$ cat config.mk
export PLATFORM = sky130hd
export DESIGN_NAME = fxp_divider
export DESIGN_NICKNAME = d
export VERILOG_FILES = /design/src/rtl/fxp_div_pkg.sv /design/src/rtl/fxp_div_round.sv /design/src/rtl/fxp_divider.sv
export SDC_FILE = /design/constraint.sdc
export NUM_CORES = 1
export LEC_CHECK = 0
export ABC_AREA = 1
export BUFFER_PORTS_ARGS = -buffer_cell sky130_fd_sc_hd__buf_2
export CELL_PAD_IN_SITES_DETAIL_PLACEMENT = 1
export CELL_PAD_IN_SITES_GLOBAL_PLACEMENT = 2
export CORE_UTILIZATION = 33
export DETAILED_ROUTE_END_ITERATION = 8
export PLACE_DENSITY_LB_ADDON = 0.2
export SLEW_MARGIN = 10
export SYNTH_ARGS = -nofsm -noshare
export SYNTH_HDL_FRONTEND = slang
export SYNTH_HIERARCHICAL = 1
export SYNTH_SLANG_ARGS = --single-unit
$ cat constraint.sdc
create_clock -name clk -period 8.1 [get_ports clk]
set_input_delay 1.62 -clock clk [delete_from_list [all_inputs] [get_ports clk]]
set_output_delay 1.62 -clock clk [all_outputs]
set_load 0.02 [all_outputs]
$ cat src/rtl/fxp_div_pkg.sv
// Shared types and constants for the fixed-point divider: FSM states, round modes, exception bit positions.
package fxp_div_pkg;

  typedef enum logic [1:0] {
    IDLE = 2'd0,
    CALC = 2'd1,
    DONE = 2'd2
  } state_t;

  localparam logic [2:0] RM_RNE = 3'b000;
  localparam logic [2:0] RM_RTZ = 3'b001;
  localparam logic [2:0] RM_RDN = 3'b010;
  localparam logic [2:0] RM_RUP = 3'b011;
  localparam logic [2:0] RM_RMM = 3'b100;

  localparam int EXC_NV = 4;
  localparam int EXC_DZ = 3;
  localparam int EXC_OF = 2;
  localparam int EXC_UF = 1;
  localparam int EXC_NX = 0;

endpackage

$ cat src/rtl/fxp_div_round.sv
// Combinational back end of the divider: rounds the truncated quotient, applies the sign,
// saturates on overflow and derives the OF/UF/NX flags.
module fxp_div_round
  import fxp_div_pkg::*;
#(
  parameter int WIDTH     = 32,
  parameter int FRAC_BITS = 16,
  parameter bit SIGNED    = 1'b1
) (
  input  logic [WIDTH+FRAC_BITS-1:0] q,
  input  logic [WIDTH:0]             r,
  input  logic [WIDTH-1:0]           mag_b,
  input  logic                       sign,
  input  logic [2:0]                 round_mode,
  output logic [WIDTH-1:0]           out,
  output logic [4:0]                 exceptions
);

  localparam int N = WIDTH + FRAC_BITS;
  localparam logic [WIDTH-1:0] MAX_VAL = SIGNED ? {1'b0, {(WIDTH-1){1'b1}}} : {WIDTH{1'b1}};
  localparam logic [WIDTH-1:0] MIN_VAL = {1'b1, {(WIDTH-1){1'b0}}};

  logic [WIDTH+1:0] r2;
  logic [WIDTH+1:0] b_ext;
  logic             r_nz;
  logic             inc;
  logic             of;
  logic [N:0]       m;
  logic [N:0]       limit;
  logic [WIDTH-1:0] sat;

  // NOTE: every variable gets a default at the top of always_comb so no path can infer a latch.
  always_comb begin
    r2    = {r, 1'b0};
    b_ext = {2'b00, mag_b};
    r_nz  = |r;
    inc   = 1'b0;
    case (round_mode)
      RM_RNE:  inc = (r2 > b_ext) || ((r2 == b_ext) && q[0]);
      RM_RDN:  inc = sign;
      RM_RUP:  inc = !sign;
      RM_RMM:  inc = (r2 >= b_ext);
      default: inc = 1'b0;
    endcase
    inc = inc && r_nz;
    m   = {1'b0, q} + (N+1)'(inc);

    // Largest representable magnitude: negative results reach one further than positive ones.
    limit = '0;
    if (SIGNED) begin
      limit[WIDTH-1] = 1'b1;
      if (!sign) limit = limit - (N+1)'(1);
    end else begin
      limit[WIDTH-1:0] = '1;
    end
    of  = (m > limit);
    sat = (SIGNED && sign) ? MIN_VAL : MAX_VAL;

    exceptions         = '0;
    exceptions[EXC_OF] = of;
    exceptions[EXC_UF] = (m == '0) && r_nz;
    exceptions[EXC_NX] = r_nz || of;
    out = of ? sat : (sign ? -m[WIDTH-1:0] : m[WIDTH-1:0]);
  end

endmodule

$ cat src/rtl/fxp_divider.sv
// Iterative restoring radix-2 fixed-point divider, one quotient bit per cycle, with rounding,
// saturation and backpressure. Define FXP_DIV_REM_EN to add the signed remainder output `rem`.
module fxp_divider
  import fxp_div_pkg::*;
#(
  parameter int WIDTH     = 32,
  parameter int FRAC_BITS = 16,
  parameter bit SIGNED    = 1'b1
) (
  input  logic             clk,
  input  logic             rst_l,
  input  logic             in_valid,
  output logic             in_ready,
  input  logic [WIDTH-1:0] a,
  input  logic [WIDTH-1:0] b,
  input  logic [2:0]       round_mode,
  input  logic             cancel,
  output logic             out_valid,
  input  logic             out_ready,
  output logic [WIDTH-1:0] out,
  output logic [4:0]       exceptions
`ifdef FXP_DIV_REM_EN
  ,
  output logic [WIDTH-1:0] rem
`endif
);

  localparam int N  = WIDTH + FRAC_BITS;
  localparam int CW = $clog2(N);
  localparam logic [CW-1:0]    LAST    = CW'(N - 1);
  localparam logic [WIDTH-1:0] MAX_VAL = SIGNED ? {1'b0, {(WIDTH-1){1'b1}}} : {WIDTH{1'b1}};
  localparam logic [WIDTH-1:0] MIN_VAL = {1'b1, {(WIDTH-1){1'b0}}};

  state_t           state;
  logic [N-1:0]     dq;      // dividend bits shift out the top while quotient bits shift in below
  logic [WIDTH-1:0] pr;
  logic [WIDTH-1:0] mag_b;
  logic             sign;
  logic [2:0]       rm;
  logic [CW-1:0]    cnt;
`ifdef FXP_DIV_REM_EN
  logic             a_neg;
`endif

  logic             a_neg_in;
  logic             b_neg_in;
  logic [WIDTH-1:0] mag_a_in;
  logic [WIDTH-1:0] mag_b_in;
  logic             accept;
  logic [WIDTH:0]   trial;
  logic [WIDTH:0]   pr_next;
  logic             q_bit;
  logic [N-1:0]     dq_next;
  logic [WIDTH-1:0] rnd_out;
  logic [4:0]       rnd_exc;

  assign in_ready = (state == IDLE);

  always_comb begin
    a_neg_in = SIGNED && a[WIDTH-1];
    b_neg_in = SIGNED && b[WIDTH-1];
    mag_a_in = a_neg_in ? -a : a;
    mag_b_in = b_neg_in ? -b : b;
    accept   = in_valid && in_ready && !cancel;
    trial    = {pr, dq[N-1]};
    q_bit    = (trial >= {1'b0, mag_b});
    pr_next  = q_bit ? (trial - {1'b0, mag_b}) : trial;
    dq_next  = {dq[N-2:0], q_bit};
  end

  // The last iteration feeds the rounder directly so the result registers on the same edge.
  fxp_div_round #(
    .WIDTH     (WIDTH),
    .FRAC_BITS (FRAC_BITS),
    .SIGNED    (SIGNED)
  ) u_round (
    .q          (dq_next),
    .r          (pr_next),
    .mag_b      (mag_b),
    .sign       (sign),
    .round_mode (rm),
    .out        (rnd_out),
    .exceptions (rnd_exc)
  );

  // NOTE: sequential state uses non-blocking assignments only, so every register samples pre-edge values.
  always_ff @(posedge clk or negedge rst_l) begin
    if (!rst_l) begin
      state      <= IDLE;
      out_valid  <= 1'b0;
      out        <= '0;
      exceptions <= '0;
      dq         <= '0;
      pr         <= '0;
      mag_b      <= '0;
      sign       <= 1'b0;
      rm         <= '0;
      cnt        <= '0;
`ifdef FXP_DIV_REM_EN
      a_neg      <= 1'b0;
      rem        <= '0;
`endif
    end else begin
      unique case (state)
        IDLE: begin
          if (accept) begin
            rm    <= round_mode;
            sign  <= a_neg_in ^ b_neg_in;
            mag_b <= mag_b_in;
            dq    <= N'(mag_a_in) << FRAC_BITS;
            pr    <= '0;
            cnt   <= '0;
`ifdef FXP_DIV_REM_EN
            a_neg <= a_neg_in;
`endif
            if (b == '0) begin
              state     <= DONE;
              out_valid <= 1'b1;
              if (a == '0) begin
                out        <= '0;
                exceptions <= 5'b10000;
              end else begin
                out        <= a_neg_in ? MIN_VAL : MAX_VAL;
                exceptions <= 5'b01000;
              end
`ifdef FXP_DIV_REM_EN
              rem <= a;
`endif
            end else begin
              state <= CALC;
            end
          end
        end
        CALC: begin
          if (cancel) begin
            state <= IDLE;
          end else begin
            dq  <= dq_next;
            pr  <= pr_next[WIDTH-1:0];
            cnt <= cnt + CW'(1);
            if (cnt == LAST) begin
              out        <= rnd_out;
              exceptions <= rnd_exc;
              out_valid  <= 1'b1;
              state      <= DONE;
`ifdef FXP_DIV_REM_EN
              rem <= a_neg ? -pr_next[WIDTH-1:0] : pr_next[WIDTH-1:0];
`endif
            end
          end
        end
        DONE: begin
          if (cancel || out_ready) begin
            state     <= IDLE;
            out_valid <= 1'b0;
          end
        end
        default: state <= IDLE;
      endcase
    end
  end

endmodule

==> results by group <==
Run status
  – Result of the run: finished clean

Floorplan
  – Starting utilization of the core area: 33.4%
  – Number of rows created at floorplan: 82
  – Floorplan die height: 227 um
  – Die Width: 227 um
  – Overall die area: 51600 um2
  – Count of pins on the block boundary: 111
  – Area of the core: 50100 um2

Worst setup path
  – Setup slack of the worst register-to-register path: 0.57 ns
  – Type of origin of the critical path: flop
  – Reg-to-reg critical path startpoint: mag_b[30]$_DFFE_PN0P_
  – Instance count on the critical path: 44
  – Delay of the slowest critical-path stage: ~0.45 ns
  – Cell family with most CP delay: simple AND/OR/NAND/NOR gates
  – Library cell appearing most often on the critical path: nand2_1
  – Crit path max-delay cell type: dfrtp_1
  – Worst reg-to-reg path cell count: 44
  – R2r endpoint: out[13]$_DFFE_PN0P_
  – Required @ worst endpoint: 8.48 ns
  – Kind of end point of the critical path: flop
  – Biggest fanout along the worst timing path: 22
  – Crit path buffers/inverters: 6
  – Critical setup path kind: flop to flop
  – Arr. time, crit path: slightly below 8 ns

Timing
  – Setup TNS: 0 ns
  – Slew of the pin with the lowest slew margin: 1.06 ns
  – Post-route clock period utilization: approximately 93%
  – Minimum setup slack in the final design: 0.566 ns
  – Fin Clk Skew: 0.0131 ns
  – Final max-slew violation count: 0
  – Time the final worst path needs with I/O delays and setup: 7.53 ns
  – RSZ-0062 raised after global routing: no
  – Fin. Hold Viols: 0
  – Slew headroom: 29.3%
  – Setup violations, final: 0
  – Fmax: approximately 0.13 GHz

Synth
  – Sequential area share after synthesis: 24.2%
  – Synthesis-stage register bit count: 162
  – Number of cells produced by synthesis: 2821
  – Warnings from Yosys: 6
  – Syn Std Cell Area: 16700 um2
  – Library cell with the highest instance count after synthesis: nand2_1
  – Synthesized area divided by synthesized cell count: 5.93 um2
  – Number of enable-type register cells in the synthesized netlist: 0
  – Post-synthesis cell type with the largest combined area: nand2_1
  – Share of synthesized registers carrying an async set or reset: 100%
  – Area share of the largest cell type after synthesis: approximately 25%
  – Commonest cells in the netlist: nand2_1 (1132), inv_1 (390), nor2_1 (256), nand3_1 (165), dfrtp_1 (162)
  – Leading register cell type out of synthesis: dfrtp_1
  – Cell types occupying the most area after synthesis: nand2_1 (25%), dfrtp_1 (24%), inv_1 (8.7%)
  – Number of distinct library cells after synthesis: 52

Power
  – Power per cell area: 421 nW/um2
  – Pleak: roughly 10 nW
  – Max rail drop VDD: approximately 0.00021 V

Global routing
  – Via count of the first global-routing pass: 18.5k
  – Met2 track utilization from global routing: 45.7%
  – Total routing usage reported by global routing: 26.6%
  – Most utilized layer in the global route result: met2
  – Antenna violations before repair: 1
  – Overflow left after global routing: 0
  – Met1 layer usage reported by global route: 34.3%
  – Fraction of met3 tracks used by global routing: 3.27%
  – Largest net degree at the start of global routing: 80
  – Wire length of the first global-routing pass: around 100 mm

Place
  – I/O Buffers: 110
  – Worst-case setup slack after placement: 0.346 ns
  – Placer Congestion: between 0.9 and 1
  – Detailed placement HPWL: 55.0 mm

Hold path
  – Destination of the worst hold path: out[20]$_DFFE_PN0P_
  – Hold path startpoint: out[20]$_DFFE_PN0P_
  – Class of the tightest hold or removal check: flop to flop
  – Depth of the worst hold-timing path: 2

Drt
  – DRC Markers: 0
  – Vias: 18.2k
  – Total length of routed wires: 67.1 mm
  – DR WL/cell: 18.5 um
  – Via density per instance: 5.01
  – Count of routing violations after the opening detailed-route iteration: 844
  – Length of the first detailed-routing pass in iterations: 5
  – Remaining antenna violation count after routing: 0

Cells and area
  – Net count, final: 3113
  – Layout-stage area growth over the synthesis result: 12.4%
  – Layout cell share with drive strength beyond 1: between 10% and 20%
  – Antenna diode count: 0
  – # fillers: 6846

Clock tree
  – TritonCTS clock tree: yes
  – Clock network latency to the later pin of the worst-skew pair: 0.49 ns
  – Clock buffers created by TritonCTS: 17
  – Hold-fix buffer count after cts: 0
  – Register clock-pin slew on the reported worst setup and hold paths: 0.07 ns
  – Number of sinks on the clock net: around 160
  – H-tree Lvls: 4
  – Library cell used as clock root buffer: clkbuf_16
  – Number of buffers on the longest clock path: 2

Flow run
  – Count of maximum capacitance violations: 0
-- registers in the layout (all words and copies together) (netlist names) --
name and cells:
dq 48, mag_b 32, out 32, pr 32
cnt 6, exceptions 5, rm 3, state 2
out_valid 1, sign 1
-- logic make-up after synthesis --
| kind of cell | synth area share, % |
|---|---|
| buffers and inverters | 11.7 |
| and+or+nand+nor | 45.5 |
| xor gates and xnor gates | 3.14 |
| other | 0.0224 |
| adders and majority gates | 7.67 |
| muxes | 0.0598 |
| DFF | 24.2 |
| AOI/OAI and AO/OA | 7.72 |
-- worst max path at each step --
stage | slack [ns] | endpoint | startpoint
finish | 0.57 | out[13]$_DFFE_PN0P_ | mag_b[30]$_DFFE_PN0P_
global route | 0.006 | out[9]$_DFFE_PN0P_ | mag_b[30]$_DFFE_PN0P_
CTS | 0.33 | out[15]$_DFFE_PN0P_ | mag_b[30]$_DFFE_PN0P_
detailed placement | 0.35 | out[2]$_DFFE_PN0P_ | mag_b[30]$_DFFE_PN0P_
global placement | 0.50 | out[28]$_DFFE_PN0P_ | mag_b[30]$_DFFE_PN0P_
floorplan | 2.08 | out[16]$_DFFE_PN0P_ | dq[47]$_DFFE_PN0P_
-- per-layer routing --
layer,share of wire [%],wire [um]
met3,2.8,1850
met5,0.016,11
met4,2.8,1870
met2,48,32100
met1,47,31300
-- layout by cell type (no fill, tap or decap), types with 19 or more instances in the layout --
| cell | Yosys | routed |
|---|---|---|
| a21oi_1 | 72 | 71 |
| buf_2 | 6 | 109 |
| buf_4 | 4 | 59 |
| dfrtp_1 | 162 | 161 |
| ha_1 | 101 | 101 |
| inv_1 | 390 | 389 |
| nand2_1 | 1132 | 1131 |
| nand2_2 | 53 | 54 |
| nand3_1 | 165 | 165 |
| nand3b_1 | 19 | 19 |
| nand4_1 | 54 | 54 |
| nor2_1 | 256 | 256 |
| nor3_1 | 34 | 34 |
| o21ai_0 | 98 | 97 |
| xor2_1 | 53 | 53 |
-- repair_timing --
action,4_1_cts,5_1_grt
gates resized for setup,0,4
buffers inserted,0,5
endpoints found under the hold margin,0,0
endpoints found under the setup margin,0,34
-- where the power goes --
| group | leakage [nW] | switching, mW | internal [mW] |
|---|---|---|---|
| combinational | 7.89 | 3.80 | 1.73 |
| clock | 0.300 | 0.398 | 0.493 |
| sequential | 2.07 | 0.371 | 1.12 |
| total | 10.3 | 4.57 | 3.35 |
-- tightest hold or removal path, stage by stage (launching register included) --
cell     delay, ns
dfrtp_1       0.34
nand2_1       0.05
nand2_1       0.05
-- cell type report --
type | instances | area [um2] | share of cell area [%]
Tap cell | 672 | 841 | 4.47
Clock inverter | 15 | 193 | 1.02
Clock buffer | 17 | 425 | 2.26
Sequential cell | 162 | 4060 | 21.5
Inverter | 402 | 1520 | 8.05
Timing Repair Buffer | 171 | 1040 | 5.52
Multi-Input combinational cell | 2185 | 10800 | 57.1
-- through the flow --
step / power, mW / util [%] / hold WS, ns / cell area (um2) / std cells
CTS: 7.96 / 37.5 / 0.480 / 18800 / 3619
detailed placement: 7.02 / 36.2 / 0.461 / 18100 / 3587
floorplan: 5.12 / - / 0.442 / 16700 / 2822
global route: 8.68 / 37.6 / 0.503 / 18800 / 3624
global placement: 6.88 / 36.2 / 0.452 / 18100 / 3587
finish: 7.92 / 37.6 / 0.475 / 18800 / 3624
No activity file was read; power rests on OpenSTA's default activity.
